$ cat src/rtl/redir_if.sv
// Redirect handshake between branch resolution and fetch.
// master drives the target; slave (fetch) returns ready.
interface redir_if #(
  parameter int PC_W   = 32,
  parameter int SLOT_W = 1
);
  logic              redir_valid;
  logic [PC_W-1:0]   redir_pc;
  logic [SLOT_W-1:0] redir_slot;
  logic              redir_ready;

  modport master (
    output redir_valid,
    output redir_pc,
    output redir_slot,
    input  redir_ready
  );

  modport slave (
    input  redir_valid,
    input  redir_pc,
    input  redir_slot,
    output redir_ready
  );
endinterface

$ cat src/rtl/branch_redirect_ctrl.sv
// Oldest-taken-branch redirect sequencer: IDLE -> REDIRECT -> FLUSH.
// Optional counters: define BR_REDIRECT_STATS_EN.
module branch_redirect_ctrl #(
  parameter int NUM_SLOTS    = 2,
  parameter int PC_W         = 32,
  parameter int FLUSH_CYCLES = 2
) (
  input  logic                      clk,
  input  logic                      rst_n,
  input  logic [NUM_SLOTS-1:0]      br_valid,
  input  logic [NUM_SLOTS-1:0]      br_taken,
  input  logic [NUM_SLOTS*PC_W-1:0] br_target,
  redir_if.master                   redir,
`ifdef BR_REDIRECT_STATS_EN
  output logic [31:0]               stat_taken,
  output logic [31:0]               stat_not_taken,
  output logic [31:0]               stat_redirects,
`endif
  output logic                      flush_o,
  output logic                      stall_o
);

  localparam int SLOT_W = (NUM_SLOTS > 1) ? $clog2(NUM_SLOTS) : 1;
  localparam int CNT_W  = $clog2(FLUSH_CYCLES + 1);

  localparam logic [1:0] IDLE     = 2'd0;
  localparam logic [1:0] REDIRECT = 2'd1;
  localparam logic [1:0] FLUSH    = 2'd2;

  logic [1:0]           state;
  logic [CNT_W-1:0]     cnt;
  logic                 valid_q;
  logic [PC_W-1:0]      pc_q;
  logic [SLOT_W-1:0]    slot_q;
  logic                 flush_q;

  logic [NUM_SLOTS-1:0] qual;
  logic                 win_found;
  logic [SLOT_W-1:0]    win_idx;
  logic [PC_W-1:0]      win_pc;
  logic                 hs;

  assign qual = br_valid & br_taken;
  assign hs   = valid_q & redir.redir_ready;

  // Scan downward so the lowest qualifying slot is the last write.
  always_comb begin
    win_found = 1'b0;
    win_idx   = '0;
    win_pc    = '0;
    for (int i = NUM_SLOTS - 1; i >= 0; i--) begin
      if (qual[i]) begin
        win_found = 1'b1;
        win_idx   = SLOT_W'(i);
        win_pc    = br_target[i*PC_W +: PC_W];
      end
    end
  end

  always_ff @(posedge clk or negedge rst_n) begin
    if (!rst_n) begin
      state   <= IDLE;
      cnt     <= '0;
      valid_q <= 1'b0;
      pc_q    <= '0;
      slot_q  <= '0;
      flush_q <= 1'b0;
    end else begin
      case (state)
        IDLE: begin
          if (win_found) begin
            state   <= REDIRECT;
            valid_q <= 1'b1;
            pc_q    <= win_pc;
            slot_q  <= win_idx;
          end
        end
        REDIRECT: begin
          if (hs) begin
            state   <= FLUSH;
            valid_q <= 1'b0;
            flush_q <= 1'b1;
            cnt     <= CNT_W'(FLUSH_CYCLES);
          end
        end
        FLUSH: begin
          if (cnt == CNT_W'(1)) begin
            state   <= IDLE;
            flush_q <= 1'b0;
            cnt     <= '0;
          end else begin
            cnt <= cnt - CNT_W'(1);
          end
        end
        default: begin
          state   <= IDLE;
          valid_q <= 1'b0;
          flush_q <= 1'b0;
          cnt     <= '0;
        end
      endcase
    end
  end

  assign redir.redir_valid = valid_q;
  assign redir.redir_pc    = pc_q;
  assign redir.redir_slot  = slot_q;
  assign flush_o           = flush_q;
  assign stall_o           = (state != IDLE);

`ifdef BR_REDIRECT_STATS_EN
  logic [31:0] n_tk;
  logic [31:0] n_nt;

  function automatic logic [31:0] sat_add(
    input logic [31:0] a,
    input logic [31:0] b
  );
    logic [32:0] s;
    s = {1'b0, a} + {1'b0, b};
    return s[32] ? 32'hFFFF_FFFF : s[31:0];
  endfunction

  always_comb begin
    n_tk = '0;
    n_nt = '0;
    for (int i = 0; i < NUM_SLOTS; i++) begin
      if (br_valid[i] && br_taken[i])  n_tk = n_tk + 32'd1;
      if (br_valid[i] && !br_taken[i]) n_nt = n_nt + 32'd1;
    end
  end

  always_ff @(posedge clk or negedge rst_n) begin
    if (!rst_n) begin
      stat_taken     <= '0;
      stat_not_taken <= '0;
      stat_redirects <= '0;
    end else begin
      if (state == IDLE) begin
        stat_taken     <= sat_add(stat_taken, n_tk);
        stat_not_taken <= sat_add(stat_not_taken, n_nt);
      end
      if (state == REDIRECT && hs)
        stat_redirects <= sat_add(stat_redirects, 32'd1);
    end
  end
`endif

`ifndef SYNTHESIS
  // Fetch tolerates it, but a misaligned target usually means a bad decode.
  always @(posedge clk) begin
    if (rst_n && state == IDLE && win_found && win_pc[1:0] != 2'b00)
      $error("misaligned redirect target %h", win_pc);
  end
`endif

endmodule

$ cat src/flat_wrapper.sv
// flat-port wrapper written by rule: the top's interface ports become plain ports
module branch_redirect_ctrl_flat 
#(
  parameter int NUM_SLOTS    = 2,
  parameter int PC_W         = 32,
  parameter int FLUSH_CYCLES = 2
)
  (clk, rst_n, br_valid, br_taken, br_target, flush_o, stall_o, redir_redir_valid, redir_redir_pc, redir_redir_slot, redir_redir_ready);
  redir_if #(.PC_W(PC_W), .SLOT_W(1)) redir_i ();
  input  logic clk;
  input  logic rst_n;
  input  logic [NUM_SLOTS-1:0] br_valid;
  input  logic [NUM_SLOTS-1:0] br_taken;
  input  logic [NUM_SLOTS*PC_W-1:0] br_target;
  output logic flush_o;
  output logic stall_o;
  output wire logic [$bits(redir_i.redir_valid)-1:0] redir_redir_valid;
  output wire logic [$bits(redir_i.redir_pc)-1:0] redir_redir_pc;
  output wire logic [$bits(redir_i.redir_slot)-1:0] redir_redir_slot;
  input wire logic [$bits(redir_i.redir_ready)-1:0] redir_redir_ready;
  assign redir_redir_valid = redir_i.redir_valid;
  assign redir_redir_pc = redir_i.redir_pc;
  assign redir_redir_slot = redir_i.redir_slot;
  assign redir_i.redir_ready = redir_redir_ready;
  branch_redirect_ctrl #(.NUM_SLOTS(NUM_SLOTS), .PC_W(PC_W), .FLUSH_CYCLES(FLUSH_CYCLES)) u_core (.clk(clk), .rst_n(rst_n), .br_valid(br_valid), .br_taken(br_taken), .br_target(br_target), .redir(redir_i), .flush_o(flush_o), .stall_o(stall_o));
endmodule
$ cat config.mk
export PLATFORM = sky130hd
export DESIGN_NAME = branch_redirect_ctrl_flat
export DESIGN_NICKNAME = d
export VERILOG_FILES = /design/src/rtl/redir_if.sv /design/src/rtl/branch_redirect_ctrl.sv /design/src/flat_wrapper.sv
export SDC_FILE = /design/constraint.sdc
export NUM_CORES = 1
export LEC_CHECK = 0
export ABC_AREA = 1
export CORE_ASPECT_RATIO = 1.2
export CORE_MARGIN = 8
export CORE_UTILIZATION = 40
export CTS_CLUSTER_DIAMETER = 200
export DETAILED_ROUTE_END_ITERATION = 10
export PLACE_DENSITY = 0.81
export SLEW_MARGIN = 20
export SYNTH_ARGS = -nofsm -noshare
export SYNTH_HDL_FRONTEND = slang
export SYNTH_SLANG_ARGS = --single-unit
$ cat constraint.sdc
create_clock -name clk -period 1.4 [get_ports clk]
set_input_delay 0.28 -clock clk [delete_from_list [all_inputs] [get_ports clk]]
set_output_delay 0.28 -clock clk [all_outputs]
set_load 0.02 [all_outputs]
## Yosys cells after proc, flatten, opt, wreduce, memory -nomap -nowiden

Cells that the tools add are included.
Widths: inputs -> output; s select.

- Register bits: 39
- Input port bits: 71
- Output and inout port bits: 36
- Word-level logic and storage cells: 41

- $add $sub $neg: 1
- Equality and inequality tests: 6
- Mux-type cells: 17
- Bitwise gates (word level): 4
- Reductions and logical operators: 7

Operators by type and width:

| cell | number |
|---|---|
| $mux 32 | 2 |
| $pmux 2 s3 | 2 |
| $reduce_and 3->1 | 3 |
| $mux 2 | 4 |
| $mux 1 | 7 |
| $ne 2x1->1 const B | 3 |
| $pmux 1 s3 | 2 |
| $eq 2x1->1 const B | 2 |
| $reduce_and 2->1 | 2 |
| $and 2x2->2 | 1 |
| $eq 2x2->1 const B | 1 |
| $logic_not 2->1 | 1 |
| $not 1->1 | 2 |
| $reduce_bool 2->1 | 1 |
| $sub 2x1->2 const B | 1 |
| $and 1x1->1 | 1 |

## Depth between registers and ports, before layout

Gate-level depths: netlist of the first run.

- Depth after elaboration: 5
- Gate-level depth with buffers: 8
- Depth with buffers taken out: 8

## Least setup slack after synthesis of the first run

OpenSTA, ideal clock, no wires.

- Path type: reg-to-reg
- From: register u_core.state[0]
- To: register u_core.valid_q (netlist: u_core.redir.redir_valid)
- Library setup time: 0.121 ns
- Data arrival time: 1.112 ns
- Data required time: 1.279 ns
- Path slack: 0.167 ns
- Stages on the path, launching flop included: 7
- Clock period less this slack: 1.233 ns
- Cells stage by stage: dfrtp_1 inv_1 ha_1 inv_1 nand2_1 nor2_1 a21oi_1

- Longest elaborated chain between the ends: 3

RTL lines:

| element | line | text |
|---|---|---|
| from (decl) | branch_redirect_ctrl.sv:30 | `logic [1:0] state;` |
| from (signal assigned) | branch_redirect_ctrl.sv:62 | `state <= IDLE;` |
| from (signal assigned) | branch_redirect_ctrl.sv:72 | `state <= REDIRECT;` |
| from (signal assigned) | branch_redirect_ctrl.sv:80 | `state <= FLUSH;` |
| $eq 2x1->1, or another cell as far along | branch_redirect_ctrl.sv:69 | `case (state)` |
| $ne 2x1->1 (no line) / $not 1->1 (equally long branches) | - |  |
| $reduce_and 3->1 (no line) | - |  |
| to (signal assigned) | branch_redirect_ctrl.sv:64 | `valid_q <= 1'b0;` |
| to (signal assigned) | branch_redirect_ctrl.sv:73 | `valid_q <= 1'b1;` |
| to (signal assigned) | branch_redirect_ctrl.sv:81 | `valid_q <= 1'b0;` |
| to (decl) | branch_redirect_ctrl.sv:32 | `logic valid_q;` |

Several ways; a longest one is shown, not always the timed one.
A chain may end at the register's enable or synchronous reset.

## Final worst setup path of the first run

- From: register u_core.state[0]
- To: output stall_o

- Longest elaborated chain between the ends: 1

RTL lines:

| element | line | text |
|---|---|---|
| $reduce_bool 2->1 | branch_redirect_ctrl.sv:109 | `assign stall_o = (state != IDLE);` |
| to (decl) | flat_wrapper.sv:16 | `output logic stall_o;` |

No other way between the ends.

==> flow_summary.ini, run 1 <==
[worst_setup_path]
crit_chain = inv_2 -> ha_4 -> inv_1 -> buf_6
cp_max_fo = 2
rrSetupSlack_ns = 0.13
start_kind = flip-flop
r2r-end = u_core.cnt[1]
reg2regPathDepth = 7
endpoint_kind = output pin
worstSetupPathType = reg2out
worstPathArrival_ns = 1.06
cp_top_family = flip-flops
cp_slowest_cell = dfrtp_1
r2r-start = u_core.state[1]
cp_slowest_stage_delay_ns = 0.39
cp_data_required_time_ns = 1.12
worst-path-buf-inv = 3

[clock_network]
max-clock-path-buffers = 2
cts_setup_buffers = 0
clk_latency_ns = 0.28
clk_pin_slew_ns = 0.07
htreeDepth = 2
clkSinkCount = 39
cts_buffers = 5
cts_tree = yes
cts_root_buf = clkbuf_8

[synthesis]
synth_top_flop_cell = dfrtp_1
yosysTopAreaCellShare = 0.467
synth_most_common_cell = nand2_1
synth_commonest_cells = 179 x nand2_1, 39 x dfrtp_1, 36 x nand3_1
yosysSeqAreaShare = 0.467
syn_area_mm2 = 0.00209
synth_edf_count = 0
netlist_instances = 295
syn_nets = 370
synthTopCellsByArea = dfrtp_1 47%, nand2_1 32%, nand3_1 8.6%, ha_1 2.4%, buf_2 2.2%
yosys.area.top_type = dfrtp_1
async_flop_share = 1.00
yosys_warnings = 0
ys_ff_latch = 39
synth.distinct_cells = 17
synth.avg_cell_area_um2 = 7.08

[finish]
fin_area_mm2 = 0.00344
multiInputGateArea_um2 = 983
area_delta_synth_final_pct = 64.7
final_core_util = 0.668
drive_gt1_frac = 0.0940
final_cells = 477
regArea_um2 = 976
fillCellCount = 473
diodes = 0
fin_nets = 489

[detailed_routing]
vias = 2289
drt_pass1_iterations = 6
drc_errors = 0
drtIter0Drc = 65
wl_per_cell_um = 13.5
wl_um = 6450
vias_per_cell = 4.80
ant_nets = 0

[placement]
dpl-instance-area_mm2 = 0.00336
gp_congestion = 0.836
dp_cells = 468
post-place-ws_ns = -0.133
post-dp-hpwl_um = 5090
numPortBuffers = 106

[timing]
hold_viol = 0
slew_viol_final = 0
worst_pin_slew_ns = 0.263
fmax_mhz = 747
clock_skew_ns = 0.00333
rsz0062_at_grt = no
relSlewSlack = 0.826
min_period_ns = 1.34
fin_crit_sh = 0.956
fin_ws_ns = 0.0612
final-setup-viol-count = 0

[global_routing]
grt_pass1_vias = 2318
grtUsageTotal = 0.170
grt-ovfl-total = 0
antenna_found_initial = 0
grt_start_max_net_pins = 26
grt_pass1_wl_um = 10400

[floorplanning]
io_pins = 107
die_w_um = 82.0
die_h_um = 95.2
core_area_mm2 = 0.00515
rows = 29
dieArea_mm2 = 0.00780
initial_utilization = 0.406

[outcome]
status = finished clean

[power_and_ir_drop]
ir_drop_v = 0.00110
total_leakage_power_nw = 1.91
pwr_density_cell_mw_per_mm2 = 1580

[flow_run]
maxCapViolations = 0

[worst_hold_path]
hold_path_class = in2async
[routing by layer]
metal,GRT usage,wire length [um]
met2,0.297,3300
met4,0.0543,91
met5,0,0
met3,0.0613,552
met1,0.186,2500
[repair_timing]
action | 4_1_cts | 5_1_grt
setup endpoints to repair | 36 | 2
endpoints found under the hold margin | 7 | 0
hold buffers | 1 | 0
resized for setup | 40 | 7
[cell families (layout without fill, tap and decap cells)]
logic type               count (synthesis)  count (layout)  synth area share
AO/OA/AOI/OAI                            5               5            0.0132
adder cells (fa/ha/maj)                  4               4            0.0240
buffers and inverters                   26             146            0.0695
flip-flops                              39              39             0.467
AND/OR/NAND/NOR                        221             221             0.426
[cell type report]
cell class / instances / share of cell area
clock buffer: 8 / 0.0291
inverter: 11 / 0.0127
multi-input combinational: 230 / 0.286
sequential: 39 / 0.284
tap: 62 / 0.0225
timing repair buffer: 127 / 0.366
[cell usage in the layout (no fill, tap or decap)]
cell type / instances
o21ai_0: 2
dlygate4sd3_1: 1
inv_2: 4
nand3_1: 36
clkbuf_8: 7
ha_1: 3
nand2_1: 178
o21ai_1: 1
nand2_4: 1
inv_4: 1
buf_4: 13
nor2_1: 2
inv_1: 6
dlygate4sd2_1: 35
buf_12: 7
nand3b_1: 1
dfrtp_1: 39
a21oi_1: 1
nand2_2: 3
ha_4: 1
clkbuf_1: 1
clkdlybuf4s50_1: 69
o31ai_1: 1
buf_6: 1
buf_2: 1
[power breakdown]
| group | leakage (nW) | internal (W) | switching [W] |
|---|---|---|---|
| logic | 1.35 | 0.00122 | 0.00159 |
| clock network | 0.0515 | 0.000450 | 0.000372 |
| registers | 0.514 | 0.00158 | 0.000234 |
| total | 1.91 | 0.00325 | 0.00219 |
[state kept, by name (all words and copies together), names as in the netlist]
register / count
u_core.cnt: 2
u_core.flush_o: 1
u_core.redir.redir_pc: 32
u_core.redir.redir_slot: 1
u_core.redir.redir_valid: 1
u_core.state: 2
[stage by stage]
step                      total power, W  hold WS (ns)   TNS (ns)
after floorplan                  0.00331       -0.0156          0
after global placement           0.00485         0.144      -2.55
after detailed placement         0.00493         0.147      -3.26
after CTS                        0.00546         0.370  -0.000276
after global routing             0.00585         0.389          0
final                            0.00544         0.371          0
[how the worst max path moves through the flow]
| stage | start | to | cells after the start | slack (ns) |
|---|---|---|---|---|
| 2_1_floorplan | u_core.state[0] | u_core.redir.redir_valid | 6 | 0.17 |
| 3_3_place_gp | u_core.state[0] | stall_o | 4 | -0.13 |
| 3_5_place_dp | u_core.state[0] | stall_o | 4 | -0.13 |
| 4_1_cts | u_core.state[0] | stall_o | 4 | -0.0003 |
| 5_1_grt | u_core.state[0] | stall_o | 4 | 0.006 |
| 6_report | u_core.state[0] | stall_o | 4 | 0.06 |
Power figures use the tool's default switching activity.
==> run 2: changes to the inputs <==
--- a/config.mk
+++ b/config.mk
@@ -16,3 +16,4 @@
 export SYNTH_ARGS = -nofsm -noshare
 export SYNTH_HDL_FRONTEND = slang
 export SYNTH_SLANG_ARGS = --single-unit
+export TNS_END_PERCENT = 100
==> results of run 2 <==
Same layout as run 1: the final DEF is identical, and so are final timing and power.
==> edit 1: new RTL, flow settings as in run 1 <==
`PC_W` is set to 32 in 3 places; all go to 64.
--- a/src/rtl/redir_if.sv
+++ b/src/rtl/redir_if.sv
@@ -3,3 +3,3 @@
 interface redir_if #(
-  parameter int PC_W   = 32,
+  parameter int PC_W   = 64,
   parameter int SLOT_W = 1
--- a/src/rtl/branch_redirect_ctrl.sv
+++ b/src/rtl/branch_redirect_ctrl.sv
@@ -4,3 +4,3 @@
   parameter int NUM_SLOTS    = 2,
-  parameter int PC_W         = 32,
+  parameter int PC_W         = 64,
   parameter int FLUSH_CYCLES = 2
--- a/src/flat_wrapper.sv
+++ b/src/flat_wrapper.sv
@@ -4,3 +4,3 @@
   parameter int NUM_SLOTS    = 2,
-  parameter int PC_W         = 32,
+  parameter int PC_W         = 64,
   parameter int FLUSH_CYCLES = 2
Ports: changed (resized br_target and redir_redir_pc); port bits go from 107 to 203. No check against the original RTL was run, so the function may have changed too.
==> edit 1 against run 1 <==
Setup slack worse by 0.041 ns. First-iteration DRC count grew to 2.8 times the old value. Wire length is 100% higher. Total power is 93% higher. Critical path depth stayed put. Cell count is 82% higher. Design area is 81% higher. Area after synthesis is 82% higher. Sequential cell count is 32 higher. Via count is 82% higher. Critical endpoint unchanged.
==> edit 1: results (changes against run 1) <==
- Result of the run: finished, final reports clean (unchanged)
- N_diodes: 0 (unchanged)
- Clk slew on worst S/H paths: 0.05 ns (was 0.07 ns)
- Worst reg2reg path depth: 7 (unchanged)
- Port bufs: 202 (was 106)
- NumNets Final: 877 (was 489)
- CTS root buffer: clkbuf_16 (was clkbuf_8)
- Vias in the first global route: 4,179 (was 2,318)
- Worst hold path startpoint: u_core.redir.redir_pc[5]
- Vias/cell: 4.80 (about the same)
- Share of layout cells above drive strength 1: 6.46% (was 9.40%)
- Initial antenna violation count: 0 (unchanged)
- Gr usage total: 19.7% (was 17.0%)
- Most common library cells after synthesis: nand2_1, dfrtp_1, nand3_1 (unchanged)
- R2R Path End: u_core.cnt[1] (unchanged)
- Htree depth: 3 (was 2)
- Asr flop ratio synth: 100% (unchanged)
- DP HPWL: 9930 microns (was 5090 microns)
- Leak: 3.43 nW (was 1.91 nW)
- Final setup TNS: 0 ns (unchanged)
- HP Class: register to register (was input port to asynchronous set/reset pin)
- Setup Fix Bufs, Post-CTS: 0 (unchanged)
- Initial DRC count: 183 (was 65)
- Warnings, synthesis: 0 (unchanged)
- Post-DR wirelength/cell: 14.9 microns (was 13.5 microns)
- WP data arrival: 1.10 ns (was 1.06 ns)
- Worst-Skew Late Latency: 0.32 ns (was 0.28 ns)
- Slew HR: 75.3% (was 82.6%)
- WHS Endpoint: u_core.redir.redir_pc[5]
- Synth cell types: 18 (was 17)
- Filler cells: 811 (was 473)
- First-pass GRT wire length: 20,500 microns (was 10,400 microns)
- Crit Path Max Fanout: 2 (unchanged)
- Largest net degree at the start of global routing: 72 (was 26)
- R2r setup slk: 0.07 ns (was 0.13 ns)
- Dpl cell area: 6020 sq um (was 3360 sq um)
- Maximum VDD drop: 1130 uV (was 1100 uV)
- Synth Flop Type: dfrtp_1 (unchanged)
- CTS Buffer Depth: 2 (unchanged)
- Net Count, Synth: 674 (was 370)
- Final RePlAce weighted congestion: 0.858 (was 0.836)
- Worst Skew: 0.00354 ns (was 0.00333 ns)
- Drt pass-1 iters: 4 (was 6)
- Hold path cells: 2
- Sequential share of the synthesized area: 46.7% (about the same)
- Dpl ws: -0.208 ns (was -0.133 ns)
- Total CTS buffers: 9 (was 5)
- Max reg flops: 64 (was 32)
- Worst r2r src: u_core.state[1] (unchanged)
- Top cells by area, synth: dfrtp_1, nand2_1, nand3_1, buf_4, buf_6 (was dfrtp_1, nand2_1, nand3_1, ha_1, buf_2)
edit 1: cell count changes after synthesis, sizes merged:
| cell | delta |
|---|---|
| nand4 | +1 |
| dfrtp | +32 |
| o21ai | +1 |
| nand2 | +157 |
| buf | +18 |
| nand3 | +32 |
| inv | -1 |
edit 1: cell families after synthesis:
group,Yosys count,share of synthesized area [%]
AND/OR/NAND/NOR,411,43.3
flip-flops,71,46.7
buffers and inverters,43,7.82
AO/OA/AOI/OAI,6,0.855
adder cells (fa/ha/maj),4,1.31
edit 1: power breakdown:
part	internal, mW	switching (mW)	total, mW	leakage, nW
combinational	2.08	3.01	5.10	2.37
sequential	2.95	0.458	3.41	0.937
clock	1.20	0.773	1.97	0.122
edit 1: worst max path at each step:
stage / from / slack (ns) / cells after the start / end
3_3_place_gp: br_taken[0] / -0.13 / 8 / u_core.redir.redir_pc[32]
5_1_grt: u_core.state[1] / -0.02 / 4 / stall_o
6_report: u_core.state[1] / 0.02 / 4 / stall_o
2_1_floorplan: u_core.state[0] / 0.17 / 6 / u_core.redir.redir_valid
3_5_place_dp: br_taken[0] / -0.21 / 8 / u_core.redir.redir_pc[52]
4_1_cts: u_core.state[0] / -0.04 / 4 / stall_o
edit 1: worst max-delay path, cell delays in order, from the launching register on:
cell and delay [ns]:
dfrtp_1 0.39, inv_2 0.09, ha_4 0.14, inv_2 0.04, buf_6 0.12
edit 1: repair_timing:
action | in CTS | in global routing
gates cloned | 0 | 0
setup endpoints to repair | 68 | 45
hold buffers | 1 | 0
resized for setup | 72 | 9
pin swaps | 0 | 1
hold endpoints to repair | 71 | 0
edit 1: metrics by stage:
step,hold slack [ns],std cells
global route,0.489,866
floorplan,-0.0156,535
CTS,0.474,866
detailed placement,0.337,849
global placement,0.327,849
finish,0.469,866
edit 1: final cells by class:
class / instances / area [sq um] / area share, %
clock inverter: 1 / 5.00 / 0.0804
inverter: 10 / 40.0 / 0.643
tap: 123 / 154 / 2.47
multi-input combinational: 421 / 1750 / 28.2
timing repair buffer: 225 / 2250 / 36.1
clock buffer: 15 / 248 / 3.98
sequential: 71 / 1780 / 28.6
edit 1: routing by layer:
layer / global-route usage (%) / routed length (microns)
met1: 22.3 / 5260
met2: 33.3 / 6230
met3: 6.46 / 1100
met4: 8.85 / 311
met5: 0 / 0
==> edit 2: new RTL, settings of run 1 <==
Without the edit above. Register the input `br_target` before use, without a reset. The logic sees it one clock later. The other inputs are not delayed to match.
--- a/src/rtl/branch_redirect_ctrl.sv
+++ b/src/rtl/branch_redirect_ctrl.sv
@@ -29,2 +29,8 @@
 
+  logic [NUM_SLOTS*PC_W-1:0] br_target_q;
+
+  always_ff @(posedge clk) begin
+    br_target_q <= br_target;
+  end
+
   logic [1:0]           state;
@@ -54,3 +60,3 @@
         win_idx   = SLOT_W'(i);
-        win_pc    = br_target[i*PC_W +: PC_W];
+        win_pc    = br_target_q[i*PC_W +: PC_W];
       end
Behaviour: not the same (Yosys sat finds a counterexample within 4 cycles, from zero or initial values and one cycle with rst_n low).
==> edit 2 against run 1 <==
The run now ends with negative setup slack left. Total power rose by 88%. Global-route usage fell by 0.81 points. Setup slack got worse by 0.28 ns. First-iteration DRC count rose by 80%. Sequential cell count rose by 64. Wire length rose by 47%. Register-to-register slack got worse by 0.35 ns. Design area rose by 60%. Synthesized cell count fell by 1.0%. Utilization rose by 5.2 points. Area after synthesis rose by 51%. Critical endpoint is now u_core.redir.redir_pc[19].
==> edit 2: results (changes against run 1) <==
- Result of the run: complete, but fails checks (was finished, final reports clean)
- Violated checks: negative setup slack
- Worst hold margin: 0.357 ns (was 0.371 ns)
- Synth Flop Type: dfxtp_1 (was dfrtp_1)
- Crit Path Max Fanout: 9 (was 2)
- Least-Margin Pin Slew: 0.267 ns (was 0.263 ns)
- Leak: 2.58 nW (was 1.91 nW)
- WP data arrival: 1.87 ns (was 1.06 ns)
- R2R Path End: u_core.redir.redir_pc[19] (was u_core.cnt[1])
- Post-DR wirelength/cell: 17.7 microns (was 13.5 microns)
- Dpl ws: -0.159 ns (was -0.133 ns)
- Vias in the first global route: 2,734 (was 2,318)
- CP max stage delay: 0.41 ns (was 0.39 ns)
- Fin worst setup slack: -0.219 ns (was 0.0612 ns)
- Largest net degree at the start of global routing: 40 (was 26)
- Cell Count, Final, Fillers Out: 535 (was 477)
- Net Count, Synth: 367 (was 370)
- Synth cell types: 15 (was 17)
- Clk slew on worst S/H paths: 0.10 ns (was 0.07 ns)
- Biggest register: u_core.br_target_q
- Drt pass-1 iters: 5 (was 6)
- Setup crit start: u_core.state[1] (was u_core.state[0])
- Maximum VDD drop: 1280 uV (was 1100 uV)
- Share of layout cells above drive strength 1: 33.6% (was 9.40%)
- Setup Fix Bufs, Post-CTS: 13 (was 0)
- Worst-Skew Late Latency: 0.35 ns (was 0.28 ns)
- Asr flop ratio synth: 37.9% (was 100%)
- Delay-heaviest family, CP: buffers and inverters (was flip-flops)
- Sequential share of the synthesized area: 71.6% (was 46.7%)
- Final setup violation count: 34 (was 0)
- First-pass GRT wire length: 14,200 microns (was 10,400 microns)
- Worst Skew: 0.00802 ns (was 0.00333 ns)
- Worst reg2reg path depth: 10 (was 7)
- Initial DRC count: 117 (was 65)
- Final setup TNS: -4.88 ns (was 0 ns)
- NumNets Final: 513 (was 489)
- Placed cells: 493 (was 468)
- Post-cts sizing count: 92 (was 40)
- Gr usage total: 16.2% (was 17.0%)
- Top cells by area, synth: dfxtp_1, dfrtp_1, nand3_1, nand2_1, ha_1 (was dfrtp_1, nand2_1, nand3_1, ha_1, buf_2)
- Dpl cell area: 4430 sq um (was 3360 sq um)
- Total CTS buffers: 9 (was 5)
- Mapped Cells: 292 (was 295)
- Final RePlAce weighted congestion: 0.778 (was 0.836)
- DP HPWL: 5460 microns (was 5090 microns)
- Max reg flops: 64 (was 32)
- Hold Buf Count CTS: 1 (unchanged)
- Vias: 2,598 (was 2,289)
- HP Class: input port to register (was input port to asynchronous set/reset pin)
- Htree depth: 3 (was 2)
- Most common library cells after synthesis: nand2_1, nand3_1, dfxtp_1 (was nand2_1, dfrtp_1, nand3_1)
- Critical Path Sink Type: register (was primary output)
## edit 2: power breakdown
| group | internal, mW | switching, mW |
|---|---|---|
| Clock | 0.859 | 1.03 |
| Sequential | 3.60 | 0.471 |
| Combinational | 2.05 | 2.24 |
| Total | 6.51 | 3.74 |
## edit 2: metal layers
| metal | up-vias | wire, microns | track usage, % |
|---|---|---|---|
| met2 | 92 | 4990 | 27.8 |
| met1 | 1245 | 3830 | 18.8 |
| li1 | 1249 | - | - |
| met5 | - | 0 | 0 |
| met4 | 0 | 129 | 5.34 |
| met3 | 12 | 542 | 5.00 |
## edit 2: area by class of cell
cell class	count	area, sq um
Sequential cell	103	2260
Fill cell	534	2140
Timing Repair Buffer	147	1660
Multi-Input combinational cell	168	1240
Clock buffer	10	128
Tap cell	92	115
Clock inverter	6	81.3
Inverter	9	38.8
## edit 2: cell families after synthesis
group | synth area share [%]
fa+ha+maj | 1.59
flops | 71.6
compound gates | 0.635
buf+inv | 3.49
simple gates | 22.7
